### config.mk
export PLATFORM = sky130hd
export DESIGN_NAME = reg_file_sb
export DESIGN_NICKNAME = d
export VERILOG_FILES = /design/src/rtl/reg_file_sb_pkg.sv /design/src/rtl/reg_file_sb_scoreboard.sv /design/src/rtl/reg_file_sb.sv
export SDC_FILE = /design/constraint.sdc
export NUM_CORES = 2
export LEC_CHECK = 0
export ABC_CLOCK_PERIOD_IN_PS = 6310
export CORE_MARGIN = 10
export CORE_UTILIZATION = 40
export CTS_CLUSTER_SIZE = 30
export DETAILED_ROUTE_END_ITERATION = 7
export PLACE_DENSITY = 0.53
export SLEW_MARGIN = 20
export SYNTH_ARGS = -nofsm -noshare
export SYNTH_HDL_FRONTEND = slang
export SYNTH_SLANG_ARGS = --single-unit
### constraint.sdc
create_clock -name clk -period 6.31 [get_ports clk]
set_clock_uncertainty 0.05 [all_clocks]
set_input_delay 0.9465 -clock clk [delete_from_list [all_inputs] [get_ports clk]]
set_output_delay 0.9465 -clock clk [all_outputs]
set_load 0.03 [all_outputs]
### src/rtl/reg_file_sb_pkg.sv
// Core-wide types shared by the register file and its scoreboards:
// data word width, register address width and the matching typedefs.
package reg_file_sb_pkg;

    localparam int CORE_XLEN = 32;
    localparam int REG_AW    = 5;

    typedef logic [REG_AW-1:0]    reg_addr_t;
    typedef logic [CORE_XLEN-1:0] word_t;

endpackage

### src/rtl/reg_file_sb_scoreboard.sv
// Pending-write scoreboard for one register bank: one bit per register,
// busy lookup for two read ports and an incrementally maintained count.
module reg_scoreboard
    import reg_file_sb_pkg::*;
#(
    parameter int NREGS   = 32,
    parameter bit ZERO_HW = 1'b1
) (
    input  logic      clk,
    input  logic      rstn,
    input  logic      issue_set,
    input  reg_addr_t issue_dest,
    input  logic      clr,
    input  reg_addr_t clr_dest,
    input  reg_addr_t rs1_addr,
    input  reg_addr_t rs2_addr,
    output logic      rs1_busy,
    output logic      rs2_busy,
    output logic [5:0] cnt
);

    logic pending [NREGS];
    logic set_eff;
    logic set_new;
    logic clear_hit;

    // A same-cycle issue to the register being written keeps it outstanding.
    assign set_eff   = issue_set && !(ZERO_HW && issue_dest == '0);
    assign set_new   = set_eff && !pending[issue_dest];
    assign clear_hit = clr && pending[clr_dest] && !(set_eff && issue_dest == clr_dest);

    genvar gi;
    generate
        for (gi = 0; gi < NREGS; gi++) begin : g_pending
            always_ff @(posedge clk or negedge rstn) begin
                if (!rstn) begin
                    pending[gi] <= 1'b0;
                end else if (set_eff && issue_dest == reg_addr_t'(gi)) begin
                    pending[gi] <= 1'b1;
                end else if (clr && clr_dest == reg_addr_t'(gi)) begin
                    pending[gi] <= 1'b0;
                end
            end
        end
    endgenerate

    always_ff @(posedge clk or negedge rstn) begin
        if (!rstn) begin
            cnt <= '0;
        end else begin
            cnt <= cnt + 6'(set_new) - 6'(clear_hit);
        end
    end

    assign rs1_busy = pending[rs1_addr] && !(clr && clr_dest == rs1_addr);
    assign rs2_busy = pending[rs2_addr] && !(clr && clr_dest == rs2_addr);

endmodule

### src/rtl/reg_file_sb.sv
// Architectural register file with write-first bypass and pending-write
// scoreboard. Optional float bank f0-f31 enabled by macro RV32F_EN.
module reg_file_sb
    import reg_file_sb_pkg::*;
#(
    parameter int XLEN  = CORE_XLEN,
    parameter int NREGS = 32
) (
    input  logic            clk,
    input  logic            rstn,
    input  logic            reg_w_enable,
    input  logic            freg_w_enable,
    input  reg_addr_t       reg_w_dest,
    input  logic [XLEN-1:0] reg_w_data,
    input  logic            issue_enable,
    input  logic            issue_is_f,
    input  reg_addr_t       issue_dest,
    input  reg_addr_t       rs1_addr,
    input  reg_addr_t       rs2_addr,
    input  logic            rs1_is_f,
    input  logic            rs2_is_f,
    output logic [XLEN-1:0] rs1_data,
    output logic [XLEN-1:0] rs2_data,
    output logic            rs1_busy,
    output logic            rs2_busy,
    output logic            w_ack,
    output logic [5:0]      pending_cnt
);

    logic [XLEN-1:0] xregs [NREGS];
    logic [XLEN-1:0] x_rd1, x_rd2, f_rd1, f_rd2;
    logic            x_busy1, x_busy2, f_busy1, f_busy2;
    logic [5:0]      x_cnt, f_cnt;

    genvar gi;
    generate
        for (gi = 0; gi < NREGS; gi++) begin : g_xregs
            always_ff @(posedge clk or negedge rstn) begin
                if (!rstn) begin
                    xregs[gi] <= '0;
                end else if (reg_w_enable && reg_w_dest != '0 && reg_w_dest == reg_addr_t'(gi)) begin
                    xregs[gi] <= reg_w_data;
                end
            end
        end
    endgenerate

    always_comb begin
        x_rd1 = '0;
        x_rd2 = '0;
        if (rs1_addr != '0) begin
            x_rd1 = (reg_w_enable && reg_w_dest == rs1_addr) ? reg_w_data : xregs[rs1_addr];
        end
        if (rs2_addr != '0) begin
            x_rd2 = (reg_w_enable && reg_w_dest == rs2_addr) ? reg_w_data : xregs[rs2_addr];
        end
    end

    reg_scoreboard #(.NREGS(NREGS), .ZERO_HW(1'b1)) u_x_sb (
        .clk       (clk),
        .rstn      (rstn),
        .issue_set (issue_enable && !issue_is_f),
        .issue_dest(issue_dest),
        .clr       (reg_w_enable),
        .clr_dest  (reg_w_dest),
        .rs1_addr  (rs1_addr),
        .rs2_addr  (rs2_addr),
        .rs1_busy  (x_busy1),
        .rs2_busy  (x_busy2),
        .cnt       (x_cnt)
    );

`ifdef RV32F_EN
    logic [XLEN-1:0] fregs [NREGS];

    for (gi = 0; gi < NREGS; gi++) begin : g_fregs
        always_ff @(posedge clk or negedge rstn) begin
            if (!rstn) begin
                fregs[gi] <= '0;
            end else if (freg_w_enable && reg_w_dest == reg_addr_t'(gi)) begin
                fregs[gi] <= reg_w_data;
            end
        end
    end

    // f0 is an ordinary register, so the bypass has no zero exception.
    assign f_rd1 = (freg_w_enable && reg_w_dest == rs1_addr) ? reg_w_data : fregs[rs1_addr];
    assign f_rd2 = (freg_w_enable && reg_w_dest == rs2_addr) ? reg_w_data : fregs[rs2_addr];

    reg_scoreboard #(.NREGS(NREGS), .ZERO_HW(1'b0)) u_f_sb (
        .clk       (clk),
        .rstn      (rstn),
        .issue_set (issue_enable && issue_is_f),
        .issue_dest(issue_dest),
        .clr       (freg_w_enable),
        .clr_dest  (reg_w_dest),
        .rs1_addr  (rs1_addr),
        .rs2_addr  (rs2_addr),
        .rs1_busy  (f_busy1),
        .rs2_busy  (f_busy2),
        .cnt       (f_cnt)
    );
`else
    assign f_rd1   = '0;
    assign f_rd2   = '0;
    assign f_busy1 = 1'b0;
    assign f_busy2 = 1'b0;
    assign f_cnt   = '0;
`endif

    assign rs1_data    = rs1_is_f ? f_rd1   : x_rd1;
    assign rs2_data    = rs2_is_f ? f_rd2   : x_rd2;
    assign rs1_busy    = rs1_is_f ? f_busy1 : x_busy1;
    assign rs2_busy    = rs2_is_f ? f_busy2 : x_busy2;
    assign pending_cnt = x_cnt + f_cnt;

    always_ff @(posedge clk or negedge rstn) begin
        if (!rstn) begin
            w_ack <= 1'b0;
        end else begin
            w_ack <= reg_w_enable || freg_w_enable;
        end
    end

endmodule
==> reports/qor.csv <==
stage,metric,value,unit
synth,most common cell in the synthesized netlist,mux2_2,
grt,Tot GR Track Use,25.1,%
clock_tree,post-CTS sizing,0,
critical_path,end of the critical path,rs2_data[10],
power_and_ir_drop,power density cells,318,nW/um^2
clock_tree,H-Tree Level Count,3,
die,Die Y,402,um
critical_path,CP Launch Type,input pin,
placed_design,Port Buf Inserts,132,
sta,Max Transition Viols Final,0,
critical_path,CP Class,in -> out,
finish,Post-layout nets,4251,
die,Core Box Area,145000,um^2
sta,slew margin rel.,18.5,%
clock_tree,Root Driver,clkbuf_16,
detailed_routing,DR vias,39233,
power_and_ir_drop,clock network power share,34.8,%
grt,largest net degree at the start of global routing,174,
detailed_routing,DR iter-0 viols,3184,
power_and_ir_drop,switching pwr,6.05,mW
grt,initial antenna violation count,4,
sta,setup_tns,0,ns
grt,global-route wire length before repair,300000,um
synth,YS warnings,0,
power_and_ir_drop,switching portion of total power,28.9,%
power_and_ir_drop,Pwr Total,21.0,mW
synth,syn nets,4315,
clock_tree,CTS tree,yes,
synth,Post-synth EDFFs,0,
sta,unrepaired setup endpoints after global routing,false,
power_and_ir_drop,Max VDD drop,0.293,mV
synth,synth unique cells,66,
placed_design,placed cell areas,61900,um^2
clock_tree,clock slew at reported path FFs,0.06,ns
power_and_ir_drop,static leakage,28.5,nW
synth,main flop type after synthesis,dfrtp_1,
die,Ports,133,
synth,share of the synthesized area in the top cell type,45.5,%
grt,vias in the first global route,40214,
placed_design,DPL Wire Length,122000,um
critical_path,Crit. End Element,output port,
critical_path,FF-to-FF setup slack,3.11,ns
hold_path,Hold/Removal Path Class,in -> async,
clock_tree,maximum clock insertion buffer count,3,
run_status,run status,completed,
critical_path,WP data required,5.31,ns
synth,Avg Inst Size Synth,13.8,um^2
grt,Overflow after GRT,0,
finish,# fillers,13144,
die,Die Wd,402,um
flow_run,max-cap violation count,0,
sta,Peak Freq,0.181,GHz
detailed_routing,Vias/cell,6.32,
power_and_ir_drop,sequential share of power,43.5,%
detailed_routing,DR pass1 iterations,6,
power_and_ir_drop,Comb power frac,21.8,%
finish,"Design Area, Final",66000,um^2
clock_tree,Post-CTS Setup Bufs,0,
detailed_routing,post-route ant nets,0,
placed_design,routability cong.,0.822,
critical_path,R2R depth,12,
clock_tree,clock sinks,1063,
synth,Syn Inst Count,4248,
synth,"flops & latches, synth",1063,
clock_tree,clk_lat worst skew,0.77,ns
detailed_routing,DRC,0,
critical_path,Critical path origin,rs2_addr[3],
synth,async set-reset flop share out of synthesis,100,%
sta,worst-margin pin slew,1.22,ns
placed_design,placed cell count,5980,
finish,"Area growth, synth to finish",12.9,%
die,Initial Util,40.2,%
detailed_routing,Total Wirelength,207000,um
critical_path,R2R Path Start,u_x_sb.pending[4],
power_and_ir_drop,Internal,14.9,mW
clock_tree,hold buffer count at cts,0,
critical_path,"Max FO, Critical Path",21,
detailed_routing,routed len/inst,33.4,um
synth,"top cells by area, synth","dfrtp_1, mux2_2, mux4_2",
critical_path,R2R Path End,u_x_sb.cnt[4],
synth,Synth top cells by count,"mux2_2, dfrtp_1, mux4_2, mux2i_1, clkbuf_1",
sta,fin crit share,87.3,%
sta,Tmin final,5.51,ns
sta,Final Hold Viols,0,
finish,Layout Cells excl Fill,6203,
critical_path,CP arrival,4.51,ns
finish,fraction of layout cells with a size suffix above 1,45.8,%
synth,"Cell Area, Synth",58500,um^2
synth,sequential cell area fraction in the yosys report,45.5,%
sta,setup violators final,0,
die,row cnt,140,
clock_tree,cts bufs inserted,118,
die,die area,162000,um^2
synth,"area leader, netlist",dfrtp_1,
[critical path, cell delays in order]
cell and delay, ns:
clkdlybuf4s50_1 0.60, buf_4 0.27, xor2_1 0.14, nor4_1 0.59, nor4b_4 0.42, buf_12 0.27
o32a_1 0.47, clkdlybuf4s50_1 0.77
[worst min path at each step]
stage,to,slack [ns],cells after the start
after global placement,xregs[1004],0.33,0
after detailed placement,xregs[1001],0.33,0
after CTS,u_x_sb.cnt[5],0.15,1
after global routing,u_x_sb.cnt[5],0.15,1
final,u_x_sb.cnt[5],0.11,1
after floorplan,xregs[1000],0.39,1
[stage by stage]
step                hold slack (ns)  setup slack (ns)  util, %
floorplan                     0.391              2.39        -
global placement              0.326             0.958     42.6
detailed placement            0.333             0.901     42.6
CTS                           0.149             0.872     45.4
global route                  0.150             0.671     45.4
finish                        0.108             0.800     45.4
[power groups by stage]
stage | clock network, mW | registers, mW | logic, mW
2_1_floorplan | 0 | 8.90 | 3.34
3_3_place_gp | 0 | 9.15 | 4.52
3_5_place_dp | 0 | 9.20 | 4.57
4_1_cts | 7.41 | 9.08 | 4.59
5_1_grt | 7.69 | 9.28 | 4.92
6_report | 7.29 | 9.12 | 4.57
[kinds of logic after synthesis]
logic type      after synthesis  synth area share [%]
fa+ha+maj                     7                 0.163
simple gates                317                  2.71
mux                        1793                  40.5
xor+xnor                     20                 0.300
buf+inv                     504                  4.28
flops                      1063                  45.5
compound gates              544                  6.53
[layer usage]
layer  vias to the layer above  track usage, %  share of wire (%)
met2                      1383            39.0                 46
met5                         -               0                  0
met4                         0            8.64                3.9
met1                     21334            35.4                 45
met3                       371            4.13                5.6
li1                      16145               -                  -
[layout by cell type (no fill, tap or decap), types with 77 or more instances in the layout]
cell type,Yosys,routed
clkdlybuf4s50_1,0,81
a22oi_1,99,99
clkbuf_16,0,118
dfrtp_1,1063,1063
nor2_1,88,77
buf_4,46,143
o22ai_1,162,162
mux2i_1,279,279
mux4_2,343,343
mux2_2,1142,1142
[area by class of cell]
class / instances / area (um^2) / share of cell area, %
Multi-Input combinational cell: 2681 / 29600 / 44.9
Sequential cell: 1063 / 26600 / 40.3
Clock buffer: 171 / 3490 / 5.29
Timing Repair Buffer: 294 / 3210 / 4.85
Tap cell: 1917 / 2400 / 3.63
Clock inverter: 50 / 593 / 0.898
Inverter: 26 / 97.6 / 0.148
Antenna cell: 1 / 2.50 / 0.00379
[flip-flops by register name, summed over array words and instances (netlist names)]
signal,cells
xregs,1024
u_x_sb.cnt,6
u_x_sb.pending,32
w_ack,1
No activity file was read; power rests on OpenSTA's default activity.
